==> src/rtl/mw_pkg.sv <==
// -----------------------------------------------------------------------------
// mw_pkg
// Shared definitions for the M/W pipeline register and writeback logic:
//   - ISA opcode encodings (instruction bits [31:27])
//   - instruction field positions (opcode, rd, T)
//   - ALU exception status codes written to the status register
// -----------------------------------------------------------------------------
package mw_pkg;

    // Instruction field positions
    localparam int OPCODE_HI = 31;
    localparam int OPCODE_LO = 27;
    localparam int RD_HI     = 26;
    localparam int RD_LO     = 22;
    localparam int T_HI      = 26;
    localparam int T_LO      = 0;
    localparam int T_BITS    = T_HI - T_LO + 1;

    // Opcode encodings
    typedef enum logic [4:0] {
        OP_RTYPE = 5'b00000,
        OP_J     = 5'b00001,
        OP_BNE   = 5'b00010,
        OP_JAL   = 5'b00011,
        OP_JR    = 5'b00100,
        OP_ADDI  = 5'b00101,
        OP_BLT   = 5'b00110,
        OP_SW    = 5'b00111,
        OP_LW    = 5'b01000,
        OP_SETX  = 5'b10101,
        OP_BEX   = 5'b10110
    } opcode_e;

    // Status values written on an ALU exception
    localparam logic [31:0] EXC_ADD  = 32'd1;
    localparam logic [31:0] EXC_ADDI = 32'd2;
    localparam logic [31:0] EXC_SUB  = 32'd3;
    localparam logic [31:0] EXC_MUL  = 32'd4;
    localparam logic [31:0] EXC_DIV  = 32'd5;

endpackage

==> src/rtl/mw_writeback_wb_decode.sv <==
// -----------------------------------------------------------------------------
// wb_decode
// Combinational writeback decode from the latched W-stage fields.
// Ports:
//   valid        in   W register holds a real instruction
//   instruction  in   W instruction
//   data_o       in   ALU result
//   data_d       in   load data
//   pc_plus1     in   link value for jal
//   exc          in   instruction raised an ALU exception
//   exc_code     in   status value for the exception
//   we           out  register-file write enable
//   rd           out  register-file destination
//   data         out  register-file write data
// -----------------------------------------------------------------------------
module wb_decode
    import mw_pkg::*;
#(
    parameter int WIDTH      = 32,
    parameter int REG_BITS   = 5,
    parameter int STATUS_REG = 30,
    parameter int LINK_REG   = 31
) (
    input  logic                valid,
    input  logic [WIDTH-1:0]    instruction,
    input  logic [WIDTH-1:0]    data_o,
    input  logic [WIDTH-1:0]    data_d,
    input  logic [WIDTH-1:0]    pc_plus1,
    input  logic                exc,
    input  logic [WIDTH-1:0]    exc_code,
    output logic                we,
    output logic [REG_BITS-1:0] rd,
    output logic [WIDTH-1:0]    data
);

    logic [4:0] opcode;
    logic       writes;

    assign opcode = instruction[OPCODE_HI:OPCODE_LO];

    always_comb begin
        // NOTE: every output gets a default first so no path leaves it
        // unassigned, which would otherwise infer a latch.
        writes = 1'b0;
        rd     = instruction[RD_HI:RD_LO];
        data   = data_o;

        case (opcode)
            OP_RTYPE, OP_ADDI: begin
                writes = 1'b1;
                // An overflowing ALU op reports into the status register
                // instead of touching its own destination.
                if (exc) begin
                    rd   = REG_BITS'(STATUS_REG);
                    data = exc_code;
                end
            end
            OP_LW: begin
                writes = 1'b1;
                data   = data_d;
            end
            OP_JAL: begin
                writes = 1'b1;
                rd     = REG_BITS'(LINK_REG);
                data   = pc_plus1;
            end
            OP_SETX: begin
                writes = 1'b1;
                rd     = REG_BITS'(STATUS_REG);
                data   = {{(WIDTH-T_BITS){1'b0}}, instruction[T_HI:T_LO]};
            end
            default: ;
        endcase

        // r0 is hardwired to zero, so a write to it is dropped here.
        we = valid & writes & (rd != '0);
    end

endmodule

==> src/rtl/mw_writeback.sv <==
// -----------------------------------------------------------------------------
// mw_writeback
// M/W pipeline register plus writeback. Latches the memory-stage instruction
// and data each cycle, drives the register-file write port and W-stage bypass
// combinationally from the latched values, and counts retired instructions.
// Ports:
//   clock, reset              clock; synchronous active-low reset
//   in_valid .. in_exc_code   memory-stage instruction and data
//   stall / flush             hold the W register / load a bubble
//   ctrl_writeEnable, ctrl_writeReg, data_writeReg   register-file write port
//   bypass_we, bypass_rd, bypass_data                copies for execute bypass
//   retired_count             valid instructions that entered W (wraps)
// -----------------------------------------------------------------------------
module mw_writeback
    import mw_pkg::*;
#(
    parameter int WIDTH      = 32,
    parameter int REG_BITS   = 5,
    parameter int STATUS_REG = 30,
    parameter int LINK_REG   = 31
) (
    input  logic                clock,
    input  logic                reset,
    input  logic                in_valid,
    input  logic [WIDTH-1:0]    in_instruction,
    input  logic [WIDTH-1:0]    in_dataO,
    input  logic [WIDTH-1:0]    in_dataD,
    input  logic [WIDTH-1:0]    in_pc_plus1,
    input  logic                in_exc,
    input  logic [WIDTH-1:0]    in_exc_code,
    input  logic                stall,
    input  logic                flush,
    output logic                ctrl_writeEnable,
    output logic [REG_BITS-1:0] ctrl_writeReg,
    output logic [WIDTH-1:0]    data_writeReg,
    output logic [REG_BITS-1:0] bypass_rd,
    output logic                bypass_we,
    output logic [WIDTH-1:0]    bypass_data,
    output logic [WIDTH-1:0]    retired_count
);

    logic             valid_q;
    logic [WIDTH-1:0] instruction_q;
    logic [WIDTH-1:0] data_o_q;
    logic [WIDTH-1:0] data_d_q;
    logic [WIDTH-1:0] pc_plus1_q;
    logic             exc_q;
    logic [WIDTH-1:0] exc_code_q;
    logic [WIDTH-1:0] retired_q;

    // Priority: reset > flush > stall > load. Flush clears the fields but
    // leaves the counter alone, since nothing new has retired.
    always_ff @(posedge clock) begin
        // NOTE: state is updated with non-blocking assignments so every
        // register samples pre-edge values regardless of statement order.
        if (!reset) begin
            valid_q       <= 1'b0;
            instruction_q <= '0;
            data_o_q      <= '0;
            data_d_q      <= '0;
            pc_plus1_q    <= '0;
            exc_q         <= 1'b0;
            exc_code_q    <= '0;
            retired_q     <= '0;
        end else if (flush) begin
            valid_q       <= 1'b0;
            instruction_q <= '0;
            data_o_q      <= '0;
            data_d_q      <= '0;
            pc_plus1_q    <= '0;
            exc_q         <= 1'b0;
            exc_code_q    <= '0;
        end else if (!stall) begin
            valid_q       <= in_valid;
            instruction_q <= in_instruction;
            data_o_q      <= in_dataO;
            data_d_q      <= in_dataD;
            pc_plus1_q    <= in_pc_plus1;
            exc_q         <= in_exc;
            exc_code_q    <= in_exc_code;
            retired_q     <= retired_q + WIDTH'(in_valid);
        end
    end

    wb_decode #(
        .WIDTH      (WIDTH),
        .REG_BITS   (REG_BITS),
        .STATUS_REG (STATUS_REG),
        .LINK_REG   (LINK_REG)
    ) u_decode (
        .valid       (valid_q),
        .instruction (instruction_q),
        .data_o      (data_o_q),
        .data_d      (data_d_q),
        .pc_plus1    (pc_plus1_q),
        .exc         (exc_q),
        .exc_code    (exc_code_q),
        .we          (ctrl_writeEnable),
        .rd          (ctrl_writeReg),
        .data        (data_writeReg)
    );

    assign bypass_we     = ctrl_writeEnable;
    assign bypass_rd     = ctrl_writeReg;
    assign bypass_data   = data_writeReg;
    assign retired_count = retired_q;

endmodule
==> config.mk <==
export PLATFORM = sky130hd
export DESIGN_NAME = mw_writeback
export DESIGN_NICKNAME = d
export VERILOG_FILES = /design/src/rtl/mw_pkg.sv /design/src/rtl/mw_writeback_wb_decode.sv /design/src/rtl/mw_writeback.sv
export SDC_FILE = /design/constraint.sdc
export NUM_CORES = 1
export LEC_CHECK = 0
export ABC_AREA = 1
export BUFFER_PORTS_ARGS = -buffer_cell sky130_fd_sc_hd__buf_2
export CAP_MARGIN = 30
export CELL_PAD_IN_SITES_DETAIL_PLACEMENT = 0
export CELL_PAD_IN_SITES_GLOBAL_PLACEMENT = 2
export CORE_ASPECT_RATIO = 1.75
export CORE_MARGIN = 5
export CORE_UTILIZATION = 25
export DETAILED_ROUTE_END_ITERATION = 10
export PLACE_DENSITY = 0.76
export SYNTH_ARGS = -nofsm -noshare
export SYNTH_HDL_FRONTEND = slang
export SYNTH_SLANG_ARGS = --single-unit
==> constraint.sdc <==
create_clock -name clock -period 3.5 [get_ports clock]
set_input_delay 0.35 -clock clock [delete_from_list [all_inputs] [get_ports clock]]
set_output_delay 0.35 -clock clock [all_outputs]
set_load 0.01 [all_outputs]
After elaboration in Yosys (flattened, before gate mapping)
Cells that the tools add are included.
- register bits after elaboration: 194
- input port bits: 166
- output and inout port bits: 108
- logic and storage cells: 29
- add/sub/neg operators: 1
- equality and inequality tests: 4
- mux-type cells: 5
- bitwise operators: 5
- reduce and logical (&&, ||, !) cells: 6
- operators with widths (operator ; count):
    one-hot mux 32 bit (4 select lines) ; 1
    adder 32 x 1 -> 32 bit ; 1
    2-to-1 mux 32 bit ; 1
    one-hot mux 5 bit (3 select lines) ; 1
    equality test 5 x 2 -> 1 bit (second input constant) ; 1
    equality test 5 x 3 -> 1 bit (second input constant) ; 1
    equality test 5 x 4 -> 1 bit (second input constant) ; 1
    equality test 5 bit (second input constant) ; 1
    logical NOT 5 bit ; 1
    2-to-1 mux 5 bit ; 1
    nonzero test 5 bit ; 1
    OR reduction 5 bit ; 1
    OR reduction 2 bit ; 2
    inverter 1 bit ; 3
    bitwise AND 1 bit ; 2
    AND reduction 2 bit ; 1
    2-to-1 mux 1 bit ; 1

Depth between registers and ports, before layout
Gate-level depths: netlist of run 1.
- depth after elaboration: 5
- mapped depth: 12
- depth with buffers taken out: 11

By module
A second synthesis of run 1 with hierarchy kept.
- cell total of the unflattened synthesis: 1321
- area total of the unflattened synthesis: 8938.6 um^2
- by module, submodules not included (module ; instances ; cells an instance ; area an instance (um^2) ; seq. area each (um^2)):
    mw_writeback ; 1 ; 1019 ; 7569.8 ; 3883.7
    wb_decode ; 1 ; 302 ; 1368.8 ; 0.0

Worst setup path before layout of run 1
No wires, ideal clock.
- path kind: reg2out
- start point: register instruction_q[27]
- end point: output port ctrl_writeEnable
- data arrival time: 1.406 ns
- required time: 3.150 ns
- setup slack: 1.744 ns
- stages on the path, launching flop included: 9
- buffers on the path: 1
- cell sequence: dfxtp_1 nor2_1 nand3_1 nand2_2 nand2_2 nand3_1 nor2_1 a21oi_1 buf_4
- cells in the longest elaborated chain, start to end: 5
- elaborated cells on any way between the ends: 12
- those cells by class: eq/ne (4); mux (2); bitwise (2); reduce/logical (4)
- ends and longest elaborated chain (what ; RTL line ; source):
    from (decl) ; mw_writeback.sv:43 ; logic [WIDTH-1:0] instruction_q;
    from (signal assigned) ; mw_writeback.sv:75 ; instruction_q <= in_instruction;
    equality test 5 x 3 -> 1 bit / logical NOT 5 bit (equally long branches) ; mw_writeback_wb_decode.sv:48 ; case (opcode)
    OR reduction 2 bit ; - ;
    one-hot mux 5 bit (3 select lines) (*) ; mw_writeback_wb_decode.sv:48 ;
    net bypass_rd[1] ; mw_writeback.sv:36 ; output logic [REG_BITS-1:0] bypass_rd,
    nonzero test 5 bit (*) ; mw_writeback_wb_decode.sv:76 ; we = valid & writes & (rd != '0);
    bitwise AND 1 bit (*) ; mw_writeback_wb_decode.sv:76 ;
    to (decl) ; mw_writeback.sv:33 ; output logic ctrl_writeEnable,
Mark *: on every way through the listed nets, which the timed path passes. The rest lies on a longest branch.

Final worst setup path of run 1
- start point: register instruction_q[31]
- end point: output port bypass_data[9]
- cells in the longest elaborated chain, start to end: 3
- elaborated cells on any way between the ends: 7
- those cells by class: eq/ne (4); mux (1); reduce/logical (2)
- ends and longest elaborated chain (what ; RTL line ; source):
    equality test 5 x 3 -> 1 bit / logical NOT 5 bit (equally long branches) ; mw_writeback_wb_decode.sv:48 ;
    OR reduction 2 bit ; - ;
    one-hot mux 32 bit (4 select lines) (*) ; mw_writeback_wb_decode.sv:48 ;
    to (decl) ; mw_writeback.sv:38 ; output logic [WIDTH-1:0] bypass_data,
Mark *: on every way between the ends. The rest lies on a longest branch, timed or not.

==> metrics.csv, run 1 <==
stage,metric,value,unit
synthesis,"top cells by area, synth","dfxtp_1 44%, nand2_1 23%, a21oi_1 11%",
sta,setup_tns,0,ps
power,total power draw,4.715,mW
synthesis,Synth Warn #,0,
cells_and_area,share of layout cells above drive strength 1,23.07,%
floorplanning,Core ar.,34570,um^2
placement,DP HPWL,23480,um
clock_tree,clock latency on the worst-skew pair,440,ps
placement,RePlAce Congestion,0.8395,
power,net switching power,1.190,mW
route,DR iter-0 viols,391,
synthesis,Async SR Flop Fraction,0,%
clock_tree,post-CTS setup buffer count,0,
sta,Final setup viols,0,
job,number of max-cap violations,0,
synthesis,top post-synthesis cells by count,"540 x nand2_1, 200 x a21oi_1, 194 x dfxtp_1",
synthesis,Synth top area share,44.27,%
critical_path,maximum fanout along the worst path,20,
sta,relative slew slack,31.44,%
synthesis,post-synth net total,1451,
clock_tree,Clock Tree Buf Depth,2,
floorplanning,cell row count,90,
critical_path,CP endpoint kind,primary output,
power,Seq pwr share,48.8,%
route,WL/cell,16.07,um
power,peak supply drop,347.8,uV
synthesis,Post-synth EDFFs,0,
clock_tree,TritonCTS sink count,194,
route,DRC,0,
route,TritonRoute pass-1 iters,5,
floorplanning,DIE AREA,39080,um^2
synthesis,number of synthesized register bits,194,
cells_and_area,Final #Nets,1647,
synthesis,Synth cell types,35,
sta,Setup Skew,9.539,ps
synthesis,register area share after synthesis,44.27,%
power,Int Pwr,3.525,mW
floorplanning,Die X,151.6,um
clock_tree,post-CTS sizing,0,
clock_tree,TritonCTS buffer count,17,
power,leakage,4.856,nW
sta,Final Max Slew Viols,0,
sta,"Hold Violations, Final",0,
clock_tree,CTS tree,built,
critical_path,CP required,3150,ps
synthesis,Synth Area per Inst,6.837,um^2
synthesis,ys flop type,dfxtp_1,
synthesis,cell taking the most area after synthesis,dfxtp_1,
synthesis,synthesized instance count,1283,
placement,Placed Area,10200,um^2
clock_tree,CTS root buf,clkbuf_16,
route,Vias/cell,4.418,
worst_hold_path,Min-Delay Startpoint,in_dataO[28],
outcome,status,finished clean,
global_route,GR Overflow Total,0,
critical_path,Worst Setup SP,instruction_q[31],
power,Comb pwr share,9.9,%
floorplanning,Initial Util,25.37,%
placement,Buffers on Ports,273,
power,clock group share of total power,41.2,%
critical_path,nature of the critical path startpoint,flip-flop,
power,switching share of total power,25.25,%
sta,fin crit period,2796,ps
global_route,first-pass GRT wire length,47070,um
cells_and_area,Final Cell Area,10790,um^2
floorplanning,total I/O pin count,274,
critical_path,FF-to-FF Start,retired_count[0],
clock_tree,H-tree levels,4,
floorplanning,Die H,257.8,um
critical_path,crit path DAT,2450,ps
clock_tree,"Clk pin slew, worst setup/hold paths",70,ps
sta,period utilisation layout,79.88,%
sta,Fmax,0.3577,GHz
route,Final ANT Viol Nets,0,
worst_hold_path,Hold WC Path Type,input port to flip-flop,
critical_path,Setup CP Type,flip-flop to primary output,
cells_and_area,Layout area overhead,22.96,%
power,Power Dens Cells,437.1,nW/um^2
synthesis,most frequent cell after synthesis,nand2_1,
sta,Worst-Margin Slew,1028,ps
route,Post-Route WL,31440,um
global_route,gr usage total,15.74,%
global_route,largest net degree at the start of global routing,94,
global_route,initial antenna violation count,15,
sta,RSZ-0062 raised after global routing,false,
synthesis,synthesized cell area,8772,um^2
global_route,vias in the first global route,8481,
route,via count,8641,
clock_tree,# hold bufs at CTS,0,
## layout by cell type (no fill, tap or decap), types with 3 or more instances in the layout
cell,instances
nor2_2,7
clkbuf_16,17
buf_4,11
nor2_4,3
clkbuf_1,3
clkinv_2,3
a211oi_1,7
o211ai_1,3
nand4_1,6
a21oi_1,200
buf_2,272
diode_2,5
nand3_1,51
nand2_2,6
nand2_1,539
nor3_1,6
inv_1,55
o21ai_0,16
dfxtp_1,194
nor2_1,55
nand3_2,3
inv_2,4
## power groups by stage
stage / logic (mW) / clock network (mW) / registers [mW]
2_1_floorplan: 0.290 / 0 / 2.34
3_3_place_gp: 0.481 / 0 / 2.35
3_5_place_dp: 0.482 / 0 / 2.35
4_1_cts: 0.483 / 2.02 / 2.30
5_1_grt: 0.524 / 2.11 / 2.31
6_report: 0.469 / 1.94 / 2.30
## metal layers
| layer | up-vias | part of all wire (%) | track usage, % |
|---|---|---|---|
| li1 | 4435 | - | - |
| met1 | 3925 | 39 | 17.24 |
| met2 | 211 | 52 | 28.06 |
| met3 | 50 | 6.2 | 4.719 |
| met4 | 20 | 2.6 | 6.072 |
| met5 | - | 0.39 | 0 |
## logic make-up after synthesis
logic type	count (synthesis)	share of synthesized area, %
adder cells (fa/ha/maj)	2	0.2852
XOR/XNOR	4	0.3994
flip-flops	194	44.27
AND/OR/NAND/NOR	682	31.52
AO/OA/AOI/OAI	232	13.72
buffers and inverters	169	9.799
## through the flow
| stage | worst slack [ps] | hold slack, ps | instances | util, % |
|---|---|---|---|---|
| finish | 704.3 | 151.8 | 1956 | 31.20 |
| global route | 401.0 | 123.1 | 1954 | 31.19 |
| CTS | 611.4 | 116.4 | 1951 | 31.17 |
| detailed placement | 1106 | 455.4 | 1920 | 29.51 |
| global placement | 1159 | 450.3 | 1920 | 29.51 |
| floorplan | 1744 | 436.4 | 1283 | - |
## worst paths after layout
| check | end | slack, ps | cells after the start |
|---|---|---|---|
| worst max-delay path | bypass_data[9] | 700 | 9 |
| worst min-delay path | data_o_q[28] | 150 | 3 |
| worst max register to register | retired_count[30] | 1600 | 10 |
| worst min register to register | pc_plus1_q[16] | 460 | 2 |
## critical path, stage by stage, from the launching register on
cell	delay [ps]
dfxtp_1	320
inv_1	170
nand3_1	160
inv_1	600
buf_4	270
nand2_1	50
nand3_1	90
a21oi_1	50
nand2_1	130
buf_2	150
## registers in the layout, summed over array words and instances, names as in the netlist
| signal | cells |
|---|---|
| valid_q | 1 |
| retired_count | 32 |
| instruction_q | 32 |
| exc_q | 1 |
| data_d_q | 32 |
| exc_code_q | 32 |
| pc_plus1_q | 32 |
| data_o_q | 32 |
## layout make-up
cell class | instances | area (um^2)
diodes | 5 | 12.51
clock buffers | 22 | 464.2
clock inverters | 9 | 107.6
fillers | 3887 | 23780
inverters | 61 | 231.5
multi-input cells | 920 | 4036
flip-flops and latches | 194 | 3884
well taps | 460 | 575.6
repair buffers | 285 | 1475
Note: power is estimated with default switching activity, not from simulation.
==> inputs of run 2 (changes only) <==
==> constraint.sdc (replaced) <==
create_clock -name clock -period 2.7 [get_ports clock]
set_input_delay 0.27 -clock clock [delete_from_list [all_inputs] [get_ports clock]]
set_output_delay 0.27 -clock clock [all_outputs]
set_load 0.01 [all_outputs]
==> run 2 against run 1 <==
Hold slack worse by 86 ps. Register-to-register slack worse by 800 ps. Combinational power up 29%. Cell count unchanged. Clock skew up 2.9 ps. Via count down 1.0%.
==> metrics.csv, run 2 (synthesized netlist as in run 1, its figures left out) <==
stage,metric,value,unit,change
outcome,status,finished clean,,
critical_path,nature of the critical path startpoint,flip-flop,,
sta,Worst-Margin Slew,759.0,ps,-269.4 ps
cells_and_area,Post-Layout Cell Count,1956,,unchanged
route,via count,8551,,-1.0%
route,WL/cell,16.05,um,-0.12%
sta,Final Max Slew Viols,0,,unchanged
power,Power Dens Cells,576.9,nW/um^2,+32%
cells_and_area,multi-input logic area,4036,um^2,unchanged
clock_tree,TritonCTS sink count,194,,unchanged
sta,"Hold Violations, Final",0,,unchanged
power,Seq pwr share,47.5,%,-1.3 points
clock_tree,CTS tree,built,,
clock_tree,clock latency on the worst-skew pair,440,ps,about the same
worst_hold_path,Hold WC Path Type,input port to flip-flop,,
cells_and_area,fillers,3933,,+1.2%
critical_path,CP required,2430,ps,-720 ps
global_route,gr usage total,16.01,%,+0.27 points
power,total power draw,6.278,mW,+33%
cells_and_area,share of layout cells above drive strength 1,23.31,%,+0.24 points
critical_path,CP endpoint kind,primary output,,
floorplanning,Die H,257.8,um,unchanged
power,switching share of total power,25.42,%,+0.18 points
floorplanning,cell row count,90,,unchanged
global_route,first-pass GRT wire length,48230,um,+2.5%
power,Comb pwr share,9.7,%,-0.2 points
cells_and_area,Layout area overhead,24.06,%,
critical_path,reg2reg setup slack,800,ps,-800 ps
cells_and_area,most frequent cells in the layout,"539 x nand2_1, 272 x buf_2, 200 x a21oi_1, 194 x dfxtp_1",,
clock_tree,# hold bufs at CTS,0,,unchanged
critical_path,"slowest stage cell, crit path",dfxtp_1,,
floorplanning,total I/O pin count,274,,unchanged
route,TritonRoute pass-1 iters,4,,-1
floorplanning,DIE AREA,39080,um^2,unchanged
critical_path,crit path DAT,2140,ps,-310 ps
placement,RePlAce Congestion,0.8149,,-2.9%
critical_path,maximum fanout along the worst path,29,,+45%
sta,RSZ-0062 raised after global routing,false,,
critical_path,CP top delay family,simple AND/OR/NAND/NOR gates,,
power,Int Pwr,4.682,mW,+33%
clock_tree,post-CTS setup buffer count,0,,unchanged
critical_path,Worst Reg-to-Reg Cells,11,,+1
power,clock group share of total power,42.8,%,+1.6 points
clock_tree,H-tree levels,4,,unchanged
power,peak supply drop,434.6,uV,+25%
global_route,initial antenna violation count,4,,-11
sta,Final setup viols,0,,unchanged
critical_path,CP Buf/Inv Count,3,,-1
clock_tree,TritonCTS buffer count,17,,unchanged
route,DRC,0,,unchanged
critical_path,Setup CP Type,flip-flop to primary output,,
route,Post-Route WL,31400,um,-0.12%
sta,period utilisation layout,89.18,%,
worst_hold_path,Min-Delay Endpoint,data_d_q[13],,
sta,Fmax,0.4153,GHz,
placement,DP HPWL,23270,um,-0.89%
floorplanning,Die X,151.6,um,unchanged
route,Final ANT Viol Nets,0,,unchanged
critical_path,reg2reg end,retired_count[28],,
critical_path,Worst Setup SP,instruction_q[31],,
sta,setup_tns,0,ps,unchanged
floorplanning,Core ar.,34570,um^2,unchanged
clock_tree,"Clk pin slew, worst setup/hold paths",80,ps,about the same
power,net switching power,1.596,mW,+34%
worst_hold_path,hold path depth,3,,unchanged
worst_hold_path,Min-Delay Startpoint,in_dataD[13],,
job,number of max-cap violations,0,,unchanged
route,Vias/cell,4.372,,-1.0%
critical_path,FF-to-FF Start,retired_count[0],,
critical_path,Slowest Stage Delay on Critical Path,360,ps,-240 ps
global_route,vias in the first global route,8736,,+3.0%
sta,relative slew slack,49.40,%,+18 points
clock_tree,Clock Tree Buf Depth,2,,unchanged
placement,Buffers on Ports,273,,unchanged
route,DR iter-0 viols,314,,-20%
global_route,largest net degree at the start of global routing,163,,+73%
cells_and_area,Final #Nets,1649,,+0.12%
sta,Setup Skew,12.47,ps,+2.934 ps
cells_and_area,register area,3884,um^2,unchanged
power,leakage,4.903,nW,+0.98%
placement,placed cells,1922,,+0.10%
clock_tree,CTS root buf,clkbuf_16,,
cells_and_area,"most common cell after layout, fill and taps aside",nand2_1,,
sta,fin crit period,2408,ps,
critical_path,cells along the critical path,inv_1 -> nand3_1 -> nand2_2 -> nor2_2 -> nand2_2 -> o21ai_2 -> buf_4 -> nand2_1 -> nand2_1 -> buf_2,,
floorplanning,Initial Util,25.37,%,unchanged
clock_tree,post-CTS sizing,0,,unchanged
global_route,GR Overflow Total,0,,unchanged
==> run 2: how the worst max path moves through the flow <==
stage	end	depth (start not counted)
2_1_floorplan	ctrl_writeEnable	8
3_3_place_gp	bypass_data[30]	12
3_5_place_dp	data_writeReg[12]	10
4_1_cts	data_writeReg[12]	10
5_1_grt	bypass_data[15]	10
6_report	data_writeReg[12]	10
==> run 2: cell type report <==
class	instances	share of cell area [%]
Multi-Input combinational cell	920	37.09
Sequential cell	194	35.69
Timing Repair Buffer	287	14.15
Tap cell	460	5.289
Clock buffer	20	4.196
Inverter	61	2.127
Clock inverter	11	1.391
Antenna cell	3	0.06898
==> run 2: stage by stage <==
stage	hold slack (ps)	worst slack, ps	cell area, um^2	util (%)
after floorplan	413.6	1024	8772	-
after global placement	443.9	779.5	10270	29.70
after detailed placement	452.4	729.1	10270	29.70
after CTS	33.53	226.7	10880	31.46
after global routing	44.16	65.86	10880	31.47
final	65.51	292.3	10880	31.48
==> run 2: routing by layer <==
| layer | part of all wire, % | GRT usage, % |
|---|---|---|
| met1 | 40 | 18.10 |
| met2 | 53 | 28.96 |
| met3 | 4.9 | 3.298 |
| met4 | 2.6 | 6.197 |
| met5 | 0.022 | 0 |
==> run 2: power groups by stage <==
stage / Clock (mW) / Sequential [mW] / Combinational, mW
2_1_floorplan: 0 / 3.04 / 0.377
3_3_place_gp: 0 / 3.05 / 0.619
3_5_place_dp: 0 / 3.05 / 0.622
4_1_cts: 2.77 / 2.98 / 0.624
5_1_grt: 2.88 / 2.99 / 0.683
6_report: 2.69 / 2.98 / 0.607
==> run 2: worst register-to-register path: cells and delay by family (launching register included) <==
family                   cells  cell delay (ps)
AND/OR/NAND/NOR              8              880
flip-flops                   1              360
buffers and inverters        1              150
adder cells (fa/ha/maj)      2              420
==> inputs of run 3 (changes only) <==
--- a/config.mk
+++ b/config.mk
@@ -17,4 +17,5 @@
 export PLACE_DENSITY = 0.76
 export SYNTH_ARGS = -nofsm -noshare
 export SYNTH_HDL_FRONTEND = slang
+export SYNTH_HIERARCHICAL = 1
 export SYNTH_SLANG_ARGS = --single-unit
==> run 3 against run 2 <==
Clock power fell by 5%. Critical endpoint is now bypass_data[23]. Power shrank 0.96%. Worst setup slack worse by 91 ps. Flip-flop and latch count did not move. Critical path type unchanged.
==> metrics.csv, run 3 <==
stage,metric,value,unit,change
route,TritonRoute pass-1 iters,5,,+1
critical_path,reg2reg setup slack,830,ps,+30 ps
global_route,GR Overflow Total,0,,unchanged
global_route,vias in the first global route,8985,,+2.9%
global_route,largest net degree at the start of global routing,163,,unchanged
synthesis,mux share of post-synthesis cell area,0,%,unchanged
synthesis,Synth cell types,33,,-5.7%
outcome,status,finished clean,,
floorplanning,Initial Util,25.32,%,-0.050 points
synthesis,"top cells by area, synth","dfxtp_1 43%, nand2_1 22%, a21oi_1 12%",,
synthesis,cell taking the most area after synthesis,dfxtp_1,,
synthesis,simple-gate area share of the yosys netlist,33.16,%,+1.6 points
clock_tree,CTS tree,built,,
placement,Buffers on Ports,273,,unchanged
clock_tree,"Clk pin slew, worst setup/hold paths",80,ps,about the same
power,leakage,5.035,nW,+2.7%
critical_path,CP required,2430,ps,about the same
floorplanning,Die X,152.9,um,+0.88%
global_route,gr usage total,16.91,%,+0.90 points
synthesis,largest family of logic cells by synthesized area,simple AND/OR/NAND/NOR gates,,
sta,Final setup viols,0,,unchanged
sta,relative slew slack,49.35,%,about the same
critical_path,nature of the critical path startpoint,flip-flop,,
route,WL/cell,17.66,um,+10%
clock_tree,H-tree levels,4,,unchanged
synthesis,ys flop type,dfxtp_1,,
clock_tree,Clock Tree Buf Depth,2,,unchanged
synthesis,adder-cell share of the synthesized area,0.4199,%,+0.13 points
synthesis,Synth Area in XOR/XNOR,0.4899,%,+0.091 points
clock_tree,TritonCTS sink count,194,,unchanged
critical_path,Worst setup endpoint,bypass_data[23],,
cells_and_area,most frequent cells in the layout,"526 x nand2_1, 272 x buf_2, 206 x a21oi_1, 193 x dfxtp_1, 66 x nor2_1",,
critical_path,reg2reg end,retired_count[22],,
synthesis,top post-synthesis cells by count,"527 x nand2_1, 207 x a21oi_1, 194 x dfxtp_1",,
cells_and_area,Layout area overhead,24.92,%,
synthesis,Async SR Flop Fraction,0,%,unchanged
synthesis,number of synthesized register bits,194,,unchanged
synthesis,most frequent cell after synthesis,nand2_1,,
critical_path,crit path DAT,2230,ps,+90 ps
sta,RSZ-0062 raised after global routing,false,,
cells_and_area,Final #Nets,1691,,+2.5%
route,Final ANT Viol Nets,0,,unchanged
synthesis,Synth Warn #,6,,+6
sta,Setup Skew,12.64,ps,+0.1666 ps
sta,Worst-Margin Slew,759.8,ps,+0.7297 ps
synthesis,Post-synth EDFFs,0,,unchanged
clock_tree,CTS root buf,clkbuf_16,,
critical_path,Worst Reg-to-Reg Cells,10,,-1
route,Vias/cell,4.557,,+4.2%
critical_path,"slowest stage cell, crit path",dfxtp_1,,
power,peak supply drop,468.5,uV,+7.8%
critical_path,CP endpoint kind,primary output,,
synthesis,register area share after synthesis,43.45,%,-0.82 points
worst_hold_path,Min-Delay Startpoint,in_instruction[16],,
cells_and_area,fillers,4012,,+2.0%
synthesis,Synth top area share,43.45,%,-0.82 points
route,DR iter-0 viols,320,,+1.9%
synthesis,synthesized cell area,8939,um^2,+1.9%
sta,setup_tns,0,ps,unchanged
power,Power Dens Cells,556.9,nW/um^2,-3.5%
route,Post-Route WL,35370,um,+13%
job,number of max-cap violations,0,,unchanged
critical_path,maximum fanout along the worst path,6,,-79%
floorplanning,Die H,260.1,um,+0.91%
floorplanning,Core ar.,35300,um^2,+2.1%
floorplanning,DIE AREA,39780,um^2,+1.8%
sta,"Hold Violations, Final",0,,unchanged
global_route,initial antenna violation count,12,,+8
floorplanning,cell row count,91,,+1.1%
cells_and_area,share of layout cells above drive strength 1,22.93,%,-0.38 points
route,DRC,0,,unchanged
clock_tree,clock latency on the worst-skew pair,450,ps,about the same
synthesis,Synth Area per Inst,6.767,um^2,-1.0%
critical_path,Slowest Stage Delay on Critical Path,420,ps,+60 ps
critical_path,Setup CP Type,flip-flop to primary output,,
worst_hold_path,Hold WC Path Type,input port to flip-flop,,
clock_tree,TritonCTS buffer count,17,,unchanged
placement,DP HPWL,25750,um,+11%
critical_path,Worst Setup SP,instruction_q[30],,
route,via count,9128,,+6.7%
cells_and_area,"most common cell after layout, fill and taps aside",nand2_1,,
sta,Fmax,0.4002,GHz,-3.6%
synthesis,synthesized instance count,1321,,+3.0%
synthesis,compound-cell area share of the yosys netlist,12.75,%,-0.97 points
synthesis,post-synth net total,1490,,+2.7%
placement,RePlAce Congestion,0.8387,,+2.9%
floorplanning,total I/O pin count,274,,unchanged
placement,placed cells,1964,,+2.2%
critical_path,cells along the critical path,nor2_1 -> nand3_2 -> nand2_1 -> nor2_1 -> nand2_4 -> inv_1 -> nand2_1 -> nand3b_1 -> buf_2,,
cells_and_area,Post-Layout Cell Count,2003,,+2.4%
global_route,first-pass GRT wire length,52110,um,+8.0%
sta,period utilisation layout,92.54,%,+3.4 points
sta,fin crit period,2499,ps,+90.78 ps
critical_path,FF-to-FF Start,retired_count[0],,
sta,Final Max Slew Viols,0,,unchanged
## run 3: cell count changes after synthesis, sizes merged, moves of 7 or more
cell / change
nand4: +27
nor2: +7
clkbuf: +19
nand2: -14
buf: -16
a211oi: -7
a21oi: +7
nand3: +9
inv: +9
## run 3: repair_timing
action	4_1_cts	5_1_grt
hold buffers	0	0
endpoints found under the setup margin	0	54
buffers inserted	0	2
gates resized for setup	0	10
## run 3: worst min path at each step
stage | to | depth (start not counted) | slack (ps)
floorplan | instruction_q[19] | 2 | 410
global placement | instruction_q[19] | 2 | 450
detailed placement | instruction_q[7] | 2 | 460
CTS | pc_plus1_q[22] | 3 | 30
global route | pc_plus1_q[22] | 3 | 40
finish | instruction_q[16] | 3 | 60
## run 3: cell families (layout without fill, tap and decap cells)
| group | count (synthesis) | in the layout |
|---|---|---|
| buffers and inverters | 179 | 391 |
| and+or+nand+nor | 716 | 716 |
| DFF | 194 | 194 |
| xor gates and xnor gates | 5 | 5 |
| adders and majority gates | 3 | 3 |
| other | 0 | 3 |
| AOI/OAI and AO/OA | 224 | 226 |
## run 3: per-layer routing
layer	GRT usage [%]	vias to the layer above	routed length, um
met5	0	-	108
met1	17.97	4190	13020
li1	-	4610	-
met3	4.429	59	1983
met4	6.069	18	1072
met2	31.92	251	19180
## run 3: area by class of cell
class / count / area (um^2) / share of cell area (%)
well taps: 465 / 581.8 / 5.211
multi-input cells: 950 / 4244 / 38.01
diodes: 3 / 7.507 / 0.06723
repair buffers: 291 / 1603 / 14.35
clock buffers: 19 / 442.9 / 3.967
inverters: 68 / 262.8 / 2.353
clock inverters: 13 / 138.9 / 1.244
flip-flops and latches: 194 / 3885 / 34.79
## run 3: through the flow
stage	hold slack, ps	cell area, um^2	setup slack (ps)	util (%)	power (mW)
2_1_floorplan	413.6	8939	927.8	-	3.407
3_3_place_gp	450.9	10480	505.2	29.69	3.691
3_5_place_dp	455.4	10480	504.2	29.69	3.693
4_1_cts	34.61	11060	6.381	31.34	6.280
5_1_grt	40.58	11160	10.57	31.62	6.514
6_report	58.10	11170	201.5	31.63	6.218
## run 3: worst max-delay path, delay by kind of cell, from the launching register on
kind,cells,cell delay [ps]
and+or+nand+nor,7,990
DFF,1,420
buffers and inverters,2,350
## run 3: report_power, final
group / switching, mW / internal, mW / leakage (nW)
combinational: 0.423 / 0.249 / 3.17
sequential: 0.0500 / 2.94 / 1.58
clock: 1.30 / 1.26 / 0.286
